===== config.mk =====
export PLATFORM = sky130hd
export DESIGN_NAME = output_drain_flat
export DESIGN_NICKNAME = d
export VERILOG_FILES = /design/src/rtl/output_drain_if.sv /design/src/rtl/output_drain.sv /design/src/flat_wrapper.sv
export SDC_FILE = /design/constraint.sdc
export NUM_CORES = 1
export LEC_CHECK = 0
export CAP_MARGIN = 20
export CORE_ASPECT_RATIO = 1.5
export CORE_MARGIN = 8
export CORE_UTILIZATION = 61
export DETAILED_ROUTE_END_ITERATION = 6
export GPL_TIMING_DRIVEN = 0
export HOLD_SLACK_MARGIN = 0.06
export PLACE_DENSITY = 0.86
export SYNTH_ARGS = -nofsm -noshare
export SYNTH_HDL_FRONTEND = slang
export SYNTH_SLANG_ARGS = --single-unit

===== constraint.sdc =====
create_clock -name clk -period 5.8 [get_ports clk]
set_clock_uncertainty 0.15 [all_clocks]
set_input_delay 0.58 -clock clk [delete_from_list [all_inputs] [get_ports clk]]
set_output_delay 0.58 -clock clk [all_outputs]
set_load 0.1 [all_outputs]

===== src/rtl/output_drain_if.sv =====
// Handshake bundle for output_drain: the result-RAM read port and the
// streamed output port, plus the run-control strobes.
// "master" is the drain engine side, "slave" is the environment side
// (RAM plus downstream consumer plus controller).
interface output_drain_if #(
  parameter int ADDR_W = 6,
  parameter int DATA_W = 19
);
  logic                     start;
  logic                     rd_en;
  logic [ADDR_W-1:0]        rd_addr;
  logic signed [DATA_W-1:0] rd_data;
  logic signed [DATA_W-1:0] out_data;
  logic                     out_valid;
  logic                     out_ready;
  logic                     out_last;
  logic                     busy;
  logic                     done;

  modport master (
    input  start, rd_data, out_ready,
    output rd_en, rd_addr, out_data, out_valid, out_last, busy, done
  );

  modport slave (
    output start, rd_data, out_ready,
    input  rd_en, rd_addr, out_data, out_valid, out_last, busy, done
  );
endinterface


===== src/rtl/output_drain.sv =====
// output_drain: reads DEPTH result words from a 1-cycle-latency RAM in
// address order and streams them out through a small credit-managed buffer.
// All outputs are registered; next-state values are computed in one
// always_comb and latched in one always_ff.
module output_drain #(
  parameter int DEPTH      = 64,
  parameter int ADDR_W     = 6,
  parameter int DATA_W     = 19,
  parameter int FIFO_DEPTH = 4
) (
  input  logic           clk,
  input  logic           reset,
  output_drain_if.master io
);
  localparam int PTR_W = (FIFO_DEPTH > 1) ? $clog2(FIFO_DEPTH) : 1;
  localparam int CNT_W = $clog2(FIFO_DEPTH + 1);
  localparam logic [ADDR_W-1:0] LAST_ADDR = ADDR_W'(DEPTH - 1);

  typedef enum logic [1:0] {
    S_IDLE  = 2'd0,
    S_READ  = 2'd1,
    S_FLUSH = 2'd2,
    S_DONE  = 2'd3
  } state_t;

  state_t                   state_q, state_d;
  logic [ADDR_W-1:0]        addr_cnt_q, addr_cnt_d;
  logic                     all_issued_q, all_issued_d;
  logic                     rd_en_q, rd_en_d;
  logic [ADDR_W-1:0]        rd_addr_q, rd_addr_d;
  logic                     inflight_q, inflight_d;
  logic                     inflight_last_q, inflight_last_d;
  logic signed [DATA_W-1:0] fifo_data_q [FIFO_DEPTH];
  logic signed [DATA_W-1:0] fifo_data_d [FIFO_DEPTH];
  logic [FIFO_DEPTH-1:0]    fifo_last_q, fifo_last_d;
  logic [PTR_W-1:0]         wr_ptr_q, wr_ptr_d;
  logic [PTR_W-1:0]         rd_ptr_q, rd_ptr_d;
  logic [CNT_W-1:0]         count_q, count_d;
  logic                     out_valid_q, out_valid_d;
  logic signed [DATA_W-1:0] out_data_q, out_data_d;
  logic                     out_last_q, out_last_d;
  logic                     busy_q, busy_d;
  logic                     done_q, done_d;

  logic                     push_s;
  logic                     pop_s;
  logic                     issue_s;
  logic [CNT_W:0]           credit_s;
  logic                     can_issue_s;

  // Next-state logic: buffer bookkeeping, read credit, run sequencing.
  always_comb begin
    state_d         = state_q;
    addr_cnt_d      = addr_cnt_q;
    all_issued_d    = all_issued_q;
    rd_addr_d       = rd_addr_q;
    fifo_data_d     = fifo_data_q;
    fifo_last_d     = fifo_last_q;
    wr_ptr_d        = wr_ptr_q;
    rd_ptr_d        = rd_ptr_q;
    issue_s         = 1'b0;

    // The RAM answers one cycle after rd_en, so the previous strobe is the
    // only read that can be outstanding; its data is captured this cycle.
    push_s          = inflight_q;
    pop_s           = out_valid_q && io.out_ready;
    inflight_d      = rd_en_q;
    inflight_last_d = rd_en_q && (rd_addr_q == LAST_ADDR);

    if (push_s) begin
      fifo_data_d[wr_ptr_q] = io.rd_data;
      fifo_last_d[wr_ptr_q] = inflight_last_q;
      wr_ptr_d              = wr_ptr_q + PTR_W'(1);
    end else begin
      wr_ptr_d              = wr_ptr_q;
    end

    if (pop_s) begin
      rd_ptr_d = rd_ptr_q + PTR_W'(1);
    end else begin
      rd_ptr_d = rd_ptr_q;
    end

    count_d = count_q + CNT_W'(push_s) - CNT_W'(pop_s);

    // Occupancy next cycle plus the read issued this cycle (still in flight
    // next cycle) must leave room for one more word.
    credit_s    = {1'b0, count_d} + (CNT_W + 1)'(rd_en_q);
    can_issue_s = (credit_s < (CNT_W + 1)'(FIFO_DEPTH));

    case (state_q)
      S_IDLE: begin
        if (io.start) begin
          state_d = S_READ;
          issue_s = 1'b1;
        end else begin
          state_d = S_IDLE;
        end
      end
      S_READ: begin
        if (all_issued_q) begin
          state_d = S_FLUSH;
        end else begin
          issue_s = can_issue_s;
        end
      end
      S_FLUSH: begin
        if (pop_s && out_last_q) begin
          state_d = S_DONE;
        end else begin
          state_d = S_FLUSH;
        end
      end
      S_DONE: begin
        state_d      = S_IDLE;
        addr_cnt_d   = '0;
        all_issued_d = 1'b0;
      end
      default: begin
        state_d      = S_IDLE;
        addr_cnt_d   = '0;
        all_issued_d = 1'b0;
      end
    endcase

    if (issue_s) begin
      rd_addr_d    = addr_cnt_q;
      addr_cnt_d   = addr_cnt_q + ADDR_W'(1);
      all_issued_d = (addr_cnt_q == LAST_ADDR);
    end else begin
      rd_addr_d    = rd_addr_q;
    end
    rd_en_d = issue_s;

    // Output registers look ahead to the post-update buffer head so that a
    // word captured into an empty buffer appears on the very next cycle.
    out_valid_d = (count_d != '0);
    if (out_valid_d) begin
      out_data_d = fifo_data_d[rd_ptr_d];
      out_last_d = fifo_last_d[rd_ptr_d];
    end else begin
      out_data_d = '0;
      out_last_d = 1'b0;
    end

    busy_d = (state_d != S_IDLE);
    done_d = (state_d == S_DONE);
  end

  // State and output registers with synchronous reset.
  always_ff @(posedge clk) begin
    if (reset) begin
      state_q         <= S_IDLE;
      addr_cnt_q      <= '0;
      all_issued_q    <= 1'b0;
      rd_en_q         <= 1'b0;
      rd_addr_q       <= '0;
      inflight_q      <= 1'b0;
      inflight_last_q <= 1'b0;
      fifo_data_q     <= '{default: '0};
      fifo_last_q     <= '0;
      wr_ptr_q        <= '0;
      rd_ptr_q        <= '0;
      count_q         <= '0;
      out_valid_q     <= 1'b0;
      out_data_q      <= '0;
      out_last_q      <= 1'b0;
      busy_q          <= 1'b0;
      done_q          <= 1'b0;
    end else begin
      state_q         <= state_d;
      addr_cnt_q      <= addr_cnt_d;
      all_issued_q    <= all_issued_d;
      rd_en_q         <= rd_en_d;
      rd_addr_q       <= rd_addr_d;
      inflight_q      <= inflight_d;
      inflight_last_q <= inflight_last_d;
      fifo_data_q     <= fifo_data_d;
      fifo_last_q     <= fifo_last_d;
      wr_ptr_q        <= wr_ptr_d;
      rd_ptr_q        <= rd_ptr_d;
      count_q         <= count_d;
      out_valid_q     <= out_valid_d;
      out_data_q      <= out_data_d;
      out_last_q      <= out_last_d;
      busy_q          <= busy_d;
      done_q          <= done_d;
    end
  end

  assign io.rd_en     = rd_en_q;
  assign io.rd_addr   = rd_addr_q;
  assign io.out_data  = out_data_q;
  assign io.out_valid = out_valid_q;
  assign io.out_last  = out_last_q;
  assign io.busy      = busy_q;
  assign io.done      = done_q;
endmodule


===== src/flat_wrapper.sv =====
// flat-port wrapper written by rule: the top's interface ports become plain ports
module output_drain_flat 
#(
  parameter int DEPTH      = 64,
  parameter int ADDR_W     = 6,
  parameter int DATA_W     = 19,
  parameter int FIFO_DEPTH = 4
)
  (clk, reset, io_start, io_rd_data, io_out_ready, io_rd_en, io_rd_addr, io_out_data, io_out_valid, io_out_last, io_busy, io_done);
  output_drain_if #(.ADDR_W(ADDR_W), .DATA_W(DATA_W)) io_i ();
  input  logic clk;
  input  logic reset;
  input wire logic [$bits(io_i.start)-1:0] io_start;
  input wire logic [$bits(io_i.rd_data)-1:0] io_rd_data;
  input wire logic [$bits(io_i.out_ready)-1:0] io_out_ready;
  output wire logic [$bits(io_i.rd_en)-1:0] io_rd_en;
  output wire logic [$bits(io_i.rd_addr)-1:0] io_rd_addr;
  output wire logic [$bits(io_i.out_data)-1:0] io_out_data;
  output wire logic [$bits(io_i.out_valid)-1:0] io_out_valid;
  output wire logic [$bits(io_i.out_last)-1:0] io_out_last;
  output wire logic [$bits(io_i.busy)-1:0] io_busy;
  output wire logic [$bits(io_i.done)-1:0] io_done;
  assign io_i.start = io_start;
  assign io_i.rd_data = io_rd_data;
  assign io_i.out_ready = io_out_ready;
  assign io_rd_en = io_i.rd_en;
  assign io_rd_addr = io_i.rd_addr;
  assign io_out_data = io_i.out_data;
  assign io_out_valid = io_i.out_valid;
  assign io_out_last = io_i.out_last;
  assign io_busy = io_i.busy;
  assign io_done = io_i.done;
  output_drain #(.DEPTH(DEPTH), .ADDR_W(ADDR_W), .DATA_W(DATA_W), .FIFO_DEPTH(FIFO_DEPTH)) u_core (.clk(clk), .reset(reset), .io(io_i));
endmodule

### Yosys cells after proc, flatten, opt, wreduce, memory -nomap -nowiden

Cells that the tools add are included.

* register bits: 128
* input port bits: 23
* output and inout bits: 30

* eq/ne operators: 6
* bitwise operators: 3
* mux-type cells: 25
* order comparisons: 7
* add/sub/neg operators: 6
* reduce and logical (&&, ||, !) cells: 10

Operator list (number)
* $bwmux 76: 1
* $mux 76: 1
* $mux 19: 3
* $bmux 19 s2: 1
* $demux 19 s2: 1
* $eq 6x6->1 const B: 2
* $mux 6: 2
* $mux 1: 8
* $pmux 2 s4: 1
* $add 6x1->6 const B: 1
* $eq 2x2->1 const B: 3
* $ge 3x3->1 const B: 2
* $lt 2x3->1 const B: 2
* $not 2->3: 2
* $logic_and 1x1->1: 5
* $add 2x1->2 const B: 2
* $add 3x1->4: 1
* $bwmux 4: 1
* $lt 4x3->1 const B: 1
* $mux 2: 2
* $mux 4: 1
* $reduce_bool 2->1: 2
* $add 3x1->3: 1
* $lt 3x1->1 const B: 1
* other kinds (10): 10

### Depth between registers and ports, before layout

* word-level depth: 10
* depth in mapped cells: 11

### Worst setup path before layout

OpenSTA, ideal clock, no wires.

* kind: register to register
* start point: register u_core.out_valid_q, in the netlist u_core.io.out_valid
* end point: register u_core.out_data_q[10], in the netlist u_core.io.out_data[10]
* data arrival time: 2.948 ns
* setup time: 0.136 ns
* cell stages (with the launch flop): 12
* path buffers: 2
* path slack: 2.566 ns
* data required time: 5.514 ns
* path through: dfxtp_1 -> nand2_1 -> or2_2 -> nand2_1 -> ha_1 -> fa_1 -> nor2_1 -> a21oi_2 -> nand2b_1 -> clkbuf_2 -> clkbuf_1 -> o32ai_1

* elaborated cells on any way between the ends: 10
* those cells by class: 1 x add/sub; 4 x mux; 2 x bitwise; 3 x reduce/logical

RTL lines
* start: declaration: RTL line output_drain.sv:39 `logic out_valid_q, out_valid_d;`
* start signal: assignment: RTL line output_drain.sv:183 `out_valid_q <= out_valid_d;`
* $logic_and 1x1->1: RTL line output_drain.sv:66 `pop_s = out_valid_q && io.out_ready;`
* $sub 3x1->3: RTL line output_drain.sv:84 `count_d = count_q + CNT_W'(push_s) - CNT_W'(pop_s);`
* net u_core.count_d[1]: RTL line output_drain.sv:38 `logic [CNT_W-1:0] count_q, count_d;`
* $reduce_bool 3->1: RTL line output_drain.sv:137 `out_valid_d = (count_d != '0);`
* $not 1->1 (no source line)
* $reduce_or 2->1 (no source line)
* end signal: assignment: RTL line output_drain.sv:184 `out_data_q <= out_data_d;`
* end: declaration: RTL line output_drain.sv:40 `logic signed [DATA_W-1:0] out_data_q, out_data_d;`

The timed path passes the listed nets, and every way through them passes these cells. The select of a mux whose other input is x is not followed.
A chain may end at the register's enable or synchronous reset.

### Worst setup path in the final report

* start point: register u_core.inflight_q
* end point: register u_core.out_data_q[14], in the netlist u_core.io.out_data[14]

* word-level cells in the longest chain between the ends: 5
* elaborated cells on any way between the ends: 9
* those cells by class: 2 x add/sub; 4 x mux; 1 x bitwise; 2 x reduce/logical

RTL lines
* start: declaration: RTL line output_drain.sv:31 `logic inflight_q, inflight_d;`
* start signal: assignment: RTL line output_drain.sv:176 `inflight_q <= inflight_d;`
* $add 3x1->3: RTL line output_drain.sv:84
* $sub 3x1->3: RTL line output_drain.sv:84
* $reduce_bool 3->1: RTL line output_drain.sv:137
* $not 1->1 (no source line)
* $reduce_or 2->1 (no source line)

Several ways; a longest one is shown, not always the timed one. The select of a mux whose other input is x is not followed.

==> metrics.md <==
| Metric | Value |
|---|---|
| Status | `finished with violations` |
| Violations in the final reports | `design-rule violations` |
| Post-CTS resize count | `0` |
| Post-route ant nets | `0` |
| Syn_area_per_cell | `between 8 and 9 sq um` |
| Slew Viols, Final | `0` |
| Comb power frac | `34.5%` |
| Post-Synthesis Net Count | `around 660` |
| Yosys top cell by area | `dfxtp_1` |
| Worst R2R End | `u_core.io.out_data[14]` |
| YS warnings | `0` |
| First-pass DRT Iterations | `7` |
| Fin Hold WS | `~0.3 ns` |
| Final WL | `15.6 mm` |
| Setup tns final | `0 ns` |
| Bufs on Longest Clock Path | `2` |
| FMAX | `~290 MHz` |
| Pwr dens | `roughly 500 mW/mm^2` |
| EDFF count, synth | `0` |
| CTS tree | `done` |
| Leak pwr | `around 2.3 nW` |
| Die area | `0.0118 sq mm` |
| Delay-heaviest family, CP | `buffers and inverters` |
| Share of cells above drive strength 1 | `between 7 and 8%` |
| Non-Filler Instances | `around 800` |
| CP required | `between 5 and 6 ns` |
| Cell repeated most along the worst path | `clkbuf_1` |
| Worst-path fanout max | `10` |
| Post-DP HPWL | `between 10 and 15 mm` |
| H-Tree Level Count | `4` |
| Die Wd | `a little over 90 um` |
| Placer Congestion | `0.915` |
| Worst R2R Start | `u_core.inflight_q` |
| Vias in the first global route | `about 5200` |
| Hold Path Class | `flip-flop to flip-flop` |
| Hold path depth | `2` |
| Max stage delay cell, worst path | `clkbuf_1` |
| Worst setup SP type | `flip-flop` |
| Antenna violations before repair | `0` |
| Hold_sp | `u_core.fifo_data_q[41]` |
| Setup ws final | `2.30 ns` |
| Overflow left after global routing | `0` |
| RSZ-0062 raised after global routing | `no` |
| Fin nets | `733` |
| Hold Crit Endpoint | `u_core.fifo_data_q[41]` |
| Final Hold Viols | `0` |
| Ys flop type | `dfxtp_1` |
| Total CTS buffers | `17` |
| Setup bufs post-CTS | `0` |
| Max Cap Viol | `0` |
| P_sw | `1.23 mW` |
| Worst path max stage delay | `a little under 0.5 ns` |
| Clock power share | `around 35%` |
| Routed len/inst | `roughly 19 um` |
| Ranking of synthesized cells by area | `dfxtp_1 (49%), nand2_1 (13%), a21oi_1 (8.2%)` |
| Placed insts | `a little under 800` |
| Cell area after synthesis | `~0.0052 sq mm` |
| Clock transition at path regs | `0.05 ns` |
| # rows | `between 40 and 50` |
| Area of the core | `0.00836 sq mm` |
| Int Pwr | `between 2 and 2.5 mW` |
| Final setup viols | `0` |
| IO buf count | `52` |
| Synth Register Bits | `about 130` |
| # IOs | `53` |
| Switching Fraction | `~38%` |
| Worst Tran Pin Value | `1.01 ns` |
| Clk_lat worst skew | `0.42 ns` |
| Sequential fraction of the synthesis area | `about half` |
| Area grow syn2layout | `24.6%` |
| Cell Area, Placed | `~0.0059 sq mm` |
| Sequential share of power | `just over 30%` |
| Critical Path End Type | `flip-flop` |
| Crit Path Category | `flip-flop to flip-flop` |
| Die height | `~130 um` |
| Global-route wire length before repair | `around 25 mm` |
| CTS sink cnt | `128` |
| GRT Overall Usage | `26.8%` |
| Worst R2R Path Depth | `11` |
| Tot Pwr | `3.27 mW` |
| Via count | `about 5100` |
| Clk root buf | `clkbuf_16` |
| Largest net degree at the start of global routing | `17` |
| Pre-CTS setup slack | `1.96 ns` |
| R2R Setup Slk | `around 2.3 ns` |
| Crit share post-route | `approximately 60%` |
| Initial DRC count | `588` |
| Worst slew margin | `about a third` |
| Cts hold-fix bufs | `0` |
| Bufs and invs on worst path | `3` |
| Crit-path cells | `clkbuf_1, or2_2, nand2_1, ha_1, fa_1, xor3_1, a21oi_2, nand2b_1, clkbuf_2, clkbuf_1, o32ai_1` |
| Fill cells | `between 500 and 600` |
| Peak supply drop | `between 0.3 and 0.4 mV` |
| Crit path DAT | `roughly 3.6 ns` |
| Final Core Density | `approximately 78%` |
| Initial Util | `62.4%` |
| Crit path time final | `3.50 ns` |
| DRC | `1` |
| Routed vias/inst | `6.23` |
| N_diodes | `0` |
| Post-synthesis cell type count | `51` |
| Syn Inst Count | `approximately 630` |
| FFs w/ async S/R, synth | `0%` |
| Design area | `~0.0065 sq mm` |
| Area share of the largest cell type after synthesis | `49.1%` |
[power by group through the flow]
stage | Clock, mW | Combinational, mW | Sequential, mW
2_1_floorplan | 0 | 0.414 | 1.44
3_3_place_gp | 0 | 1.09 | 1.02
3_5_place_dp | 0 | 1.11 | 1.02
4_1_cts | 1.13 | 1.12 | 1.01
5_1_grt | 1.17 | 1.18 | 1.02
6_report | 1.13 | 1.13 | 1.01
[cell type report]
cell class                 instances  area, sq um  share of cell area [%]
buffer                            45          210                    3.23
multi-input combinational        455         2430                    37.4
tap                              107          134                    2.06
timing repair buffer              52          520                    8.00
clock inverter                    11          160                    2.46
inverter                           4         15.0                   0.231
clock buffer                      21          470                    7.23
sequential                       128         2560                    39.4
[metal layers]
layer / track usage, % / wire [um]
met1: 27.0 / 5480
met2: 47.2 / 8120
met3: 7.35 / 1310
met4: 18.6 / 670
met5: 0 / 0
[cell families after synthesis]
group | after synthesis | share of synthesized area (%)
AND/OR/NAND/NOR | 254 | 20.2
AO/OA/AOI/OAI | 179 | 21.3
flip-flops | 128 | 49.1
buffers and inverters | 49 | 4.32
multiplexers | 12 | 2.45
adder cells (fa/ha/maj) | 7 | 1.82
XOR/XNOR | 3 | 0.791
[placed cells by master, fill, tap and decap left out, types with 2 or more instances in the layout]
cell,Yosys,layout
a211oi_1,3,3
a21oi_1,86,86
a31oi_1,2,2
and2_1,4,4
and4_1,2,2
buf_1,6,6
buf_2,5,5
buf_6,4,4
bufinv_16,0,4
clkbuf_1,28,29
clkbuf_16,0,17
clkbuf_8,0,3
clkdlybuf4s50_1,0,52
clkinv_2,0,5
clkinvlp_4,0,2
dfxtp_1,128,128
ha_1,6,6
inv_1,4,4
mux2_2,3,3
mux2i_1,8,8
nand2_1,175,175
nand2b_1,3,3
nand3_1,6,6
nor2_1,37,37
nor2b_1,8,8
nor3_1,8,8
nor3b_1,2,2
o21ai_0,21,21
o22a_1,19,19
o22ai_1,19,19
o32ai_1,19,19
[sequential cells by signal (all words and copies together), names as in the netlist, 3 cells and up]
name / flops
u_core.io.rd_addr: 6
u_core.io.out_data: 19
u_core.addr_cnt_q: 6
u_core.count_q: 3
u_core.fifo_data_q: 76
u_core.fifo_last_q: 4
[worst max-delay path by stage]
stage | startpoint | end | slack [ns] | cells past startpoint
floorplan | u_core.io.out_valid | u_core.io.out_data[10] | 2.57 | 11
global placement | io_out_ready | u_core.io.out_data[6] | 2.04 | 12
CTS | io_out_ready | u_core.io.out_data[14] | 2.37 | 12
detailed placement | io_out_ready | u_core.io.out_data[14] | 1.96 | 12
global route | io_out_ready | u_core.io.out_data[14] | 2.17 | 11
finish | u_core.inflight_q | u_core.io.out_data[14] | 2.30 | 11
[cell usage after synthesis (8+ instances only)]
cell	number
nor2b_1	8
o21ai_0	21
mux2i_1	8
nand2_1	175
o32ai_1	19
nor3_1	8
nor2_1	37
o22ai_1	19
a21oi_1	86
clkbuf_1	28
o22a_1	19
dfxtp_1	128
[tightest hold or removal path: stages (launching register included)]
cell and delay (ns):
dfxtp_1 0.30, nand2_1 0.05, a21oi_1 0.05
Note: power is estimated with default switching activity, not from simulation.
